`src/rtl/serial_arith_pkg.sv`:
```
// Shared definitions for the digit-serial arithmetic units: FSM encoding and digit count.
package serial_arith_pkg;

   typedef enum logic [1:0] {
      IDLE = 2'd0,
      RUN  = 2'd1,
      DONE = 2'd2
   } state_t;

   function automatic int num_digits(input int width, input int digit);
      return width / digit;
   endfunction

endpackage

```
`src/rtl/full_adder.sv`:
```
// One-bit full-adder cell.
// Combinational, no backpressure.
module full_adder (
   input  logic x,
   input  logic y,
   input  logic ci,
   output logic s,
   output logic co
);

   assign s  = x ^ y ^ ci;
   assign co = (x & y) | (ci & (x ^ y));

endmodule

```
`src/rtl/ripple_digit.sv`:
```
// DIGIT-bit ripple-carry adder built from full-adder cells.
// Combinational, no backpressure; c_msb is the carry entering the top bit.
module ripple_digit #(
   parameter int DIGIT = 8
) (
   input  logic [DIGIT-1:0] x,
   input  logic [DIGIT-1:0] y,
   input  logic             cin,
   output logic [DIGIT-1:0] s,
   output logic             cout,
   output logic             c_msb
);

   logic [DIGIT:0] c;

   assign c[0] = cin;

   for (genvar i = 0; i < DIGIT; i++) begin : g_fa
      full_adder u_fa (
         .x  (x[i]),
         .y  (y[i]),
         .ci (c[i]),
         .s  (s[i]),
         .co (c[i+1])
      );
   end

   assign cout  = c[DIGIT];
   assign c_msb = c[DIGIT-1];

endmodule

```
`src/rtl/serial_add_sub.sv`:
```
// Digit-serial two's-complement add/sub, DIGIT bits per cycle with a registered carry.
// Latency: out_valid rises WIDTH/DIGIT cycles after the accepting edge.
// Backpressure: result held in DONE until out_ready; in_ready low while busy.
module serial_add_sub
   import serial_arith_pkg::*;
#(
   parameter int WIDTH = 32,
   parameter int DIGIT = 8
) (
   input  logic             clk,
   input  logic             rst,
   input  logic             in_valid,
   output logic             in_ready,
   input  logic [WIDTH-1:0] a,
   input  logic [WIDTH-1:0] b,
   input  logic             sub,
   output logic             out_valid,
   input  logic             out_ready,
   output logic [WIDTH-1:0] sum,
   output logic             cout,
   output logic             ovf,
   output logic             zero
);

   localparam int N  = num_digits(WIDTH, DIGIT);
   localparam int CW = (N > 1) ? $clog2(N) : 1;
   localparam logic [CW-1:0] LAST = CW'(N - 1);

   if ((DIGIT < 1) || (DIGIT > WIDTH) || (WIDTH % DIGIT != 0)) begin : g_bad_cfg
      $error("serial_add_sub: WIDTH (%0d) must be a positive multiple of DIGIT (%0d)", WIDTH, DIGIT);
   end

   state_t            state;
   logic [CW-1:0]     cnt;
   logic [WIDTH-1:0]  a_q;
   logic [WIDTH-1:0]  b_q;
   logic              carry;
   logic [DIGIT-1:0]  d_s;
   logic              d_co;
   logic              d_cmsb;
   logic [WIDTH-1:0]  sum_nxt;

   ripple_digit #(.DIGIT(DIGIT)) u_digit (
      .x     (a_q[DIGIT-1:0]),
      .y     (b_q[DIGIT-1:0]),
      .cin   (carry),
      .s     (d_s),
      .cout  (d_co),
      .c_msb (d_cmsb)
   );

   // Digits enter from the MSB side so the sum lands aligned after N shifts.
   if (DIGIT == WIDTH) begin : g_one_digit
      assign sum_nxt = d_s;
   end else begin : g_multi_digit
      assign sum_nxt = {d_s, sum[WIDTH-1:DIGIT]};
   end

   always_ff @(posedge clk or negedge rst) begin
      if (!rst) begin
         state     <= IDLE;
         cnt       <= '0;
         a_q       <= '0;
         b_q       <= '0;
         carry     <= 1'b0;
         sum       <= '0;
         cout      <= 1'b0;
         ovf       <= 1'b0;
         zero      <= 1'b0;
         in_ready  <= 1'b1;
         out_valid <= 1'b0;
      end else begin
         case (state)
            IDLE: begin
               if (in_valid) begin
                  a_q      <= a;
                  b_q      <= sub ? ~b : b;
                  carry    <= sub;
                  cnt      <= '0;
                  in_ready <= 1'b0;
                  state    <= RUN;
               end
            end
            RUN: begin
               a_q   <= a_q >> DIGIT;
               b_q   <= b_q >> DIGIT;
               sum   <= sum_nxt;
               carry <= d_co;
               if (cnt == LAST) begin
                  cout      <= d_co;
                  ovf       <= d_cmsb ^ d_co;
                  zero      <= (sum_nxt == '0);
                  out_valid <= 1'b1;
                  state     <= DONE;
               end else begin
                  cnt <= cnt + CW'(1);
               end
            end
            DONE: begin
               if (out_ready) begin
                  out_valid <= 1'b0;
                  in_ready  <= 1'b1;
                  state     <= IDLE;
               end
            end
            default: begin
               out_valid <= 1'b0;
               in_ready  <= 1'b1;
               state     <= IDLE;
            end
         endcase
      end
   end

endmodule

```
`config.mk`:
```
export PLATFORM = sky130hd
export DESIGN_NAME = serial_add_sub
export DESIGN_NICKNAME = d
export VERILOG_FILES = /design/src/rtl/serial_arith_pkg.sv /design/src/rtl/full_adder.sv /design/src/rtl/ripple_digit.sv /design/src/rtl/serial_add_sub.sv
export SDC_FILE = /design/constraint.sdc
export NUM_CORES = 1
export LEC_CHECK = 0
export CORE_MARGIN = 4
export CORE_UTILIZATION = 47
export DETAILED_ROUTE_END_ITERATION = 10
export DONT_BUFFER_PORTS = 1
export SYNTH_ARGS = -nofsm -noshare
export SYNTH_HDL_FRONTEND = slang
export SYNTH_SLANG_ARGS = --single-unit
```
`constraint.sdc`:
```
create_clock -name clk -period 3.9 [get_ports clk]
set_input_delay 1.17 -clock clk [delete_from_list [all_inputs] [get_ports clk]]
set_output_delay 1.17 -clock clk [all_outputs]
set_load 0.1 [all_outputs]
```
* After elaboration in Yosys (flattened, before gate mapping)
Index checks and enable logic that the tools add are counted.
Operators by class: add/sub/neg operators 1, equal/unequal tests 7, muxes and demuxes 20, bitwise logic cells 44, reduce and logical (&&, ||, !) cells 9
Operator list (number):
- case mux 32 bit (2 select lines) | 2
- two-way mux 32 bit | 3
- zero test 32 bit | 1
- NOT 32 bit | 1
- bitwise XOR 1 bit | 17
- AND 1 bit | 16
- AND reduction 3 bit | 4
- two-way mux 2 bit | 5
- inequality test 2 bit, second input constant | 4
- OR 1 bit | 8
- case mux 1 bit (3 select lines) | 2
- case mux 2 bit (3 select lines) | 1
- two-way mux 1 bit | 5
- == test 2 bit, second input constant | 2
- case mux 2 bit (2 select lines) | 1
- AND reduction 2 bit | 2
- adder 2 x 1 -> 2 bit, second input constant | 1
- == test 2 x 1 -> 1 bit, second input constant | 1
- zero test 2 bit | 1
- NOT 1 bit | 2
- case mux 1 bit (2 select lines) | 1
- nonzero test 2 bit | 1
Word-level totals: flip-flop bits (word level) 106, input bits 69, output and inout port bits 37

* Depth between registers and ports, before layout
depth in word-level cells 18, gate-level depth with buffers 14, depth with buffers taken out 14

* By module
Synthesis repeated with hierarchy kept, for this count alone.
Unflattened totals: cells, all modules 491, area total of the unflattened synthesis 5072.4 µm²
Modules (own cells, without submodules):
- serial_add_sub | instances 1, cells each 483, area an instance 4912.2 µm², seq. area each 2653.8 µm²
- full_adder | instances 8, cells each 1, area an instance 20.0 µm², seq. area each 0.0 µm²

* Least setup slack after synthesis
Ideal clock, no wire load.
path type reg-to-reg, start point reg carry, end point reg zero, setup time 0.129 ns, arrival time 3.970 ns, setup slack -0.199 ns, stages on the path, launching flop included 14, buffers on the path 0, clock period less this slack 4.099 ns, cell sequence dfrtp_1 fa_1 fa_1 fa_1 fa_1 inv_1 fa_1 inv_1 fa_1 fa_1 inv_1 fa_1 nand4_1 o41ai_2
On the way: cells in the longest elaborated chain, start to end 16
RTL lines:
- start: declaration | RTL line serial_add_sub.sv:37 | logic carry;
- start signal: assignment | RTL line serial_add_sub.sv:78 | carry <= sub;
- start signal: assignment | RTL line serial_add_sub.sv:88 | carry <= d_co;
- AND 1 bit | RTL line full_adder.sv:12 | assign co = (x & y) | (ci & (x ^ y));
- OR 1 bit | RTL line full_adder.sv:12
- AND 1 bit | RTL line full_adder.sv:12
- OR 1 bit | RTL line full_adder.sv:12
- AND 1 bit | RTL line full_adder.sv:12
- OR 1 bit | RTL line full_adder.sv:12
- AND 1 bit | RTL line full_adder.sv:12
- OR 1 bit | RTL line full_adder.sv:12
- AND 1 bit | RTL line full_adder.sv:12
- OR 1 bit | RTL line full_adder.sv:12
- AND 1 bit | RTL line full_adder.sv:12
- OR 1 bit | RTL line full_adder.sv:12
- AND 1 bit | RTL line full_adder.sv:12
- OR 1 bit | RTL line full_adder.sv:12
- bitwise XOR 1 bit | RTL line full_adder.sv:11 | assign s = x ^ y ^ ci;
- zero test 32 bit * | RTL line serial_add_sub.sv:92 | zero <= (sum_nxt == '0);
- end signal: assignment | RTL line serial_add_sub.sv:92
- end: declaration | RTL line serial_add_sub.sv:22 | output logic zero
Every way passes the cells marked *; elsewhere a longest branch is shown, timed or not. A chain may end at the register's enable or synchronous reset.

* Worst setup path after layout
Ends and elaborated chain as after synthesis.

==> impl_metrics.toml <==
[setup_path]
cp.required_ns = 4.14
path_class = "flop to flop"
end_kind = "flop"
r2r_end = "zero"
cp.arrival_ns = 4.02
startpoint = "carry"
cp_slowest_cell = "dfrtp_1"
r2r_start = "carry"
crit_buf_inv = 3
path_delay_family = "adder cells"
startpoint_type = "flop"
r2r_cells = 13
critPathMaxStageDelay_ns = 0.42
crit_chain = "fa_2 -> fa_2 -> fa_2 -> fa_2 -> inv_2 -> fa_1 -> inv_2 -> fa_2 -> fa_2 -> inv_2 -> fa_1 -> nand4_1 -> o41ai_2"
rrSetupSlack_ns = 0.12
cpMostUsedCell = "fa_2"
critPathMaxFanout = 2

[routing]
route.vias.total = 3341
drcViolationCount = 0
wire_per_inst_um = 17.66
met1Wirelength_mm = 4.984
met2_wirelength_mm = 5.066
via_per_inst = 5.397
final_antenna_net_count = 0
dr.pass1.iters = 4
top_layer = "met4"
drt-initial-drc-count = 153
wl_mm = 10.93
dr_wl_met3_um = 719

[clock_tree]
clk_path_buf_depth = 2
cts_hold_buf = 0
cts_made_buffers = 9
cts-htree-levels = 3
cts.clk_slew.worst_paths_ns = 0.10
cts-root-buf = "clkbuf_8"
clk_latency_ns = 0.36
cts.sinks = 106
postCtsSetupBuffers = 0
cts_tree = "built"

[sta]
period_share = 0.9683
finalCriticalPeriod_ns = 3.777
skew_ns = 0.008843
setup_viol = 0
drv_slew = 0
fin_tns_setup_ns = 0
clock.fmax_mhz = 264.8
max-slew-margin-rel = 0.2911
finalHoldViolCount = 0
worst_pin_slew_ns = 1.061
grt_setup_unrepaired = "yes"

[synthesis]
ys_seq_elements = 106
synthDistinctLibCells = 35
yosysWarnings = 0
synth_fp_nets = 575
synth_area_leaders = "dfrtp_1 51%, nand2_1 9.1%, mux2i_1 4.7%"
yosysTopAreaCell = "dfrtp_1"
synth_top_cell_area_share = 0.5116
ys_seq_area_frac = 0.5167
syn_avg_cell_area_um2 = 10.33
netlist_area_um2 = 5136
syn_inst = 497

[status]
status = "finished, final reports clean"

[grt]
grt_max_degree = 107
grt_pass1_wl_mm = 18.24
grt_usage = 0.1790
antenna_found_initial = 0
grt_pass1_vias = 3479
grt.overflow.total = 0

[floorplan]
coreArea_um2 = 10460
die_x_um = 112.5
die_y_um = 112.5
ios = 106
rows = 37
die_area_um2 = 12660
initial_utilization = 0.4909

[layout]
diodes = 0
drive_above_1_share = 0.08489
nets = 558
finish.utilization = 0.5128
area_growth_pct = 4.458

[placed_design]
port_buffers = 0
place_congestion = 0.7984
dp_hpwl_mm = 7.550

[min_path]
hp-class = "input pin to asynchronous set/reset pin"

[flow_run]
cap_violations = 0
## metal layers
metal,vias up,global-route usage
met5,-,0
met2,106,0.2706
met1,1586,0.2484
li1,1635,-
met4,0,0.05849
met3,14,0.05283
## cells by family after synthesis
logic type / Yosys count / share of synthesized area
AO/OA/AOI/OAI: 109 / 0.1393
XOR/XNOR: 33 / 0.05627
adder cells (fa/ha/maj): 9 / 0.03362
buffers and inverters: 44 / 0.05384
flip-flops: 106 / 0.5167
multiplexers: 25 / 0.04896
AND/OR/NAND/NOR: 171 / 0.1513
## cells in the mapped netlist
| library cell | instances |
|---|---|
| a21oi_1 | 24 |
| a22o_1 | 15 |
| a22oi_1 | 8 |
| a2bb2oi_1 | 2 |
| buf_2 | 11 |
| buf_4 | 15 |
| buf_6 | 4 |
| buf_8 | 1 |
| clkbuf_1 | 5 |
| dfrtp_1 | 105 |
| dfstp_2 | 1 |
| fa_1 | 8 |
| ha_1 | 1 |
| inv_1 | 8 |
| mux2_2 | 1 |
| mux2i_1 | 24 |
| nand2_1 | 124 |
| nand2b_1 | 2 |
| nand3b_2 | 1 |
| nand4_1 | 2 |
| nor2_1 | 6 |
| nor2_4 | 1 |
| nor2b_1 | 24 |
| nor2b_4 | 1 |
| nor3b_1 | 2 |
| nor3b_4 | 1 |
| nor4_1 | 7 |
| o21ai_0 | 29 |
| o21ai_1 | 10 |
| o21bai_2 | 1 |
| o22a_1 | 17 |
| o31ai_1 | 2 |
| o41ai_2 | 1 |
| xnor2_1 | 18 |
| xor2_1 | 15 |
## state kept, by name, summed over array words and instances (netlist names)
register	flops
sum	32
b_q	32
a_q	32
out_valid	1
ovf	1
cnt	2
in_ready	1
cout	1
state	2
carry	1
zero	1
## layout make-up
| type | count | area [µm²] |
|---|---|---|
| tap | 136 | 170.2 |
| fill | 984 | 5097 |
| sequential | 106 | 2654 |
| clock inverter | 4 | 76.32 |
| timing repair buffer | 8 | 60.06 |
| inverter | 8 | 30.03 |
| clock buffer | 10 | 137.6 |
| multi-input combinational | 347 | 2237 |
## per-stage QoR
step / cells / hold slack (ns) / cell area [µm²] / worst slack [ns]
6_report: 619 / 0.4857 / 5365 / 0.1235
5_1_grt: 619 / 0.4535 / 5365 / -0.004085
4_1_cts: 619 / 0.4629 / 5356 / 0.01532
3_5_place_dp: 605 / 0.4703 / 5140 / -0.1328
3_3_place_gp: 605 / 0.4624 / 5140 / -0.07373
2_1_floorplan: 497 / 0.4490 / 5146 / 0.01086
## what timing repair did
| action | in CTS | in global routing |
|---|---|---|
| resized for setup | 1 | 5 |
| endpoints found under the setup margin | 4 | 3 |
| pin swaps | 4 | 7 |
## worst max path at each step
| stage | endpoint | slack, ns | cells past startpoint |
|---|---|---|---|
| after floorplan | zero | 0.01 | 13 |
| after global placement | zero | -0.07 | 12 |
| after detailed placement | zero | -0.13 | 12 |
| after CTS | zero | 0.02 | 13 |
| after global routing | zero | -0.004 | 13 |
| final | zero | 0.12 | 13 |
## layout by cell type (no fill, tap or decap), drive strengths merged, types with 9 or more instances in the layout
cell	n
xnor2	18
a21oi	24
o21ai	39
inv	9
clkbuf	10
mux2i	24
nand2	124
o22a	17
nor2b	25
a22o	15
xor2	15
dfrtp	105
Power is not shown: default switching activity piles up to over one toggle a cycle in this logic, so the estimate is an artifact.
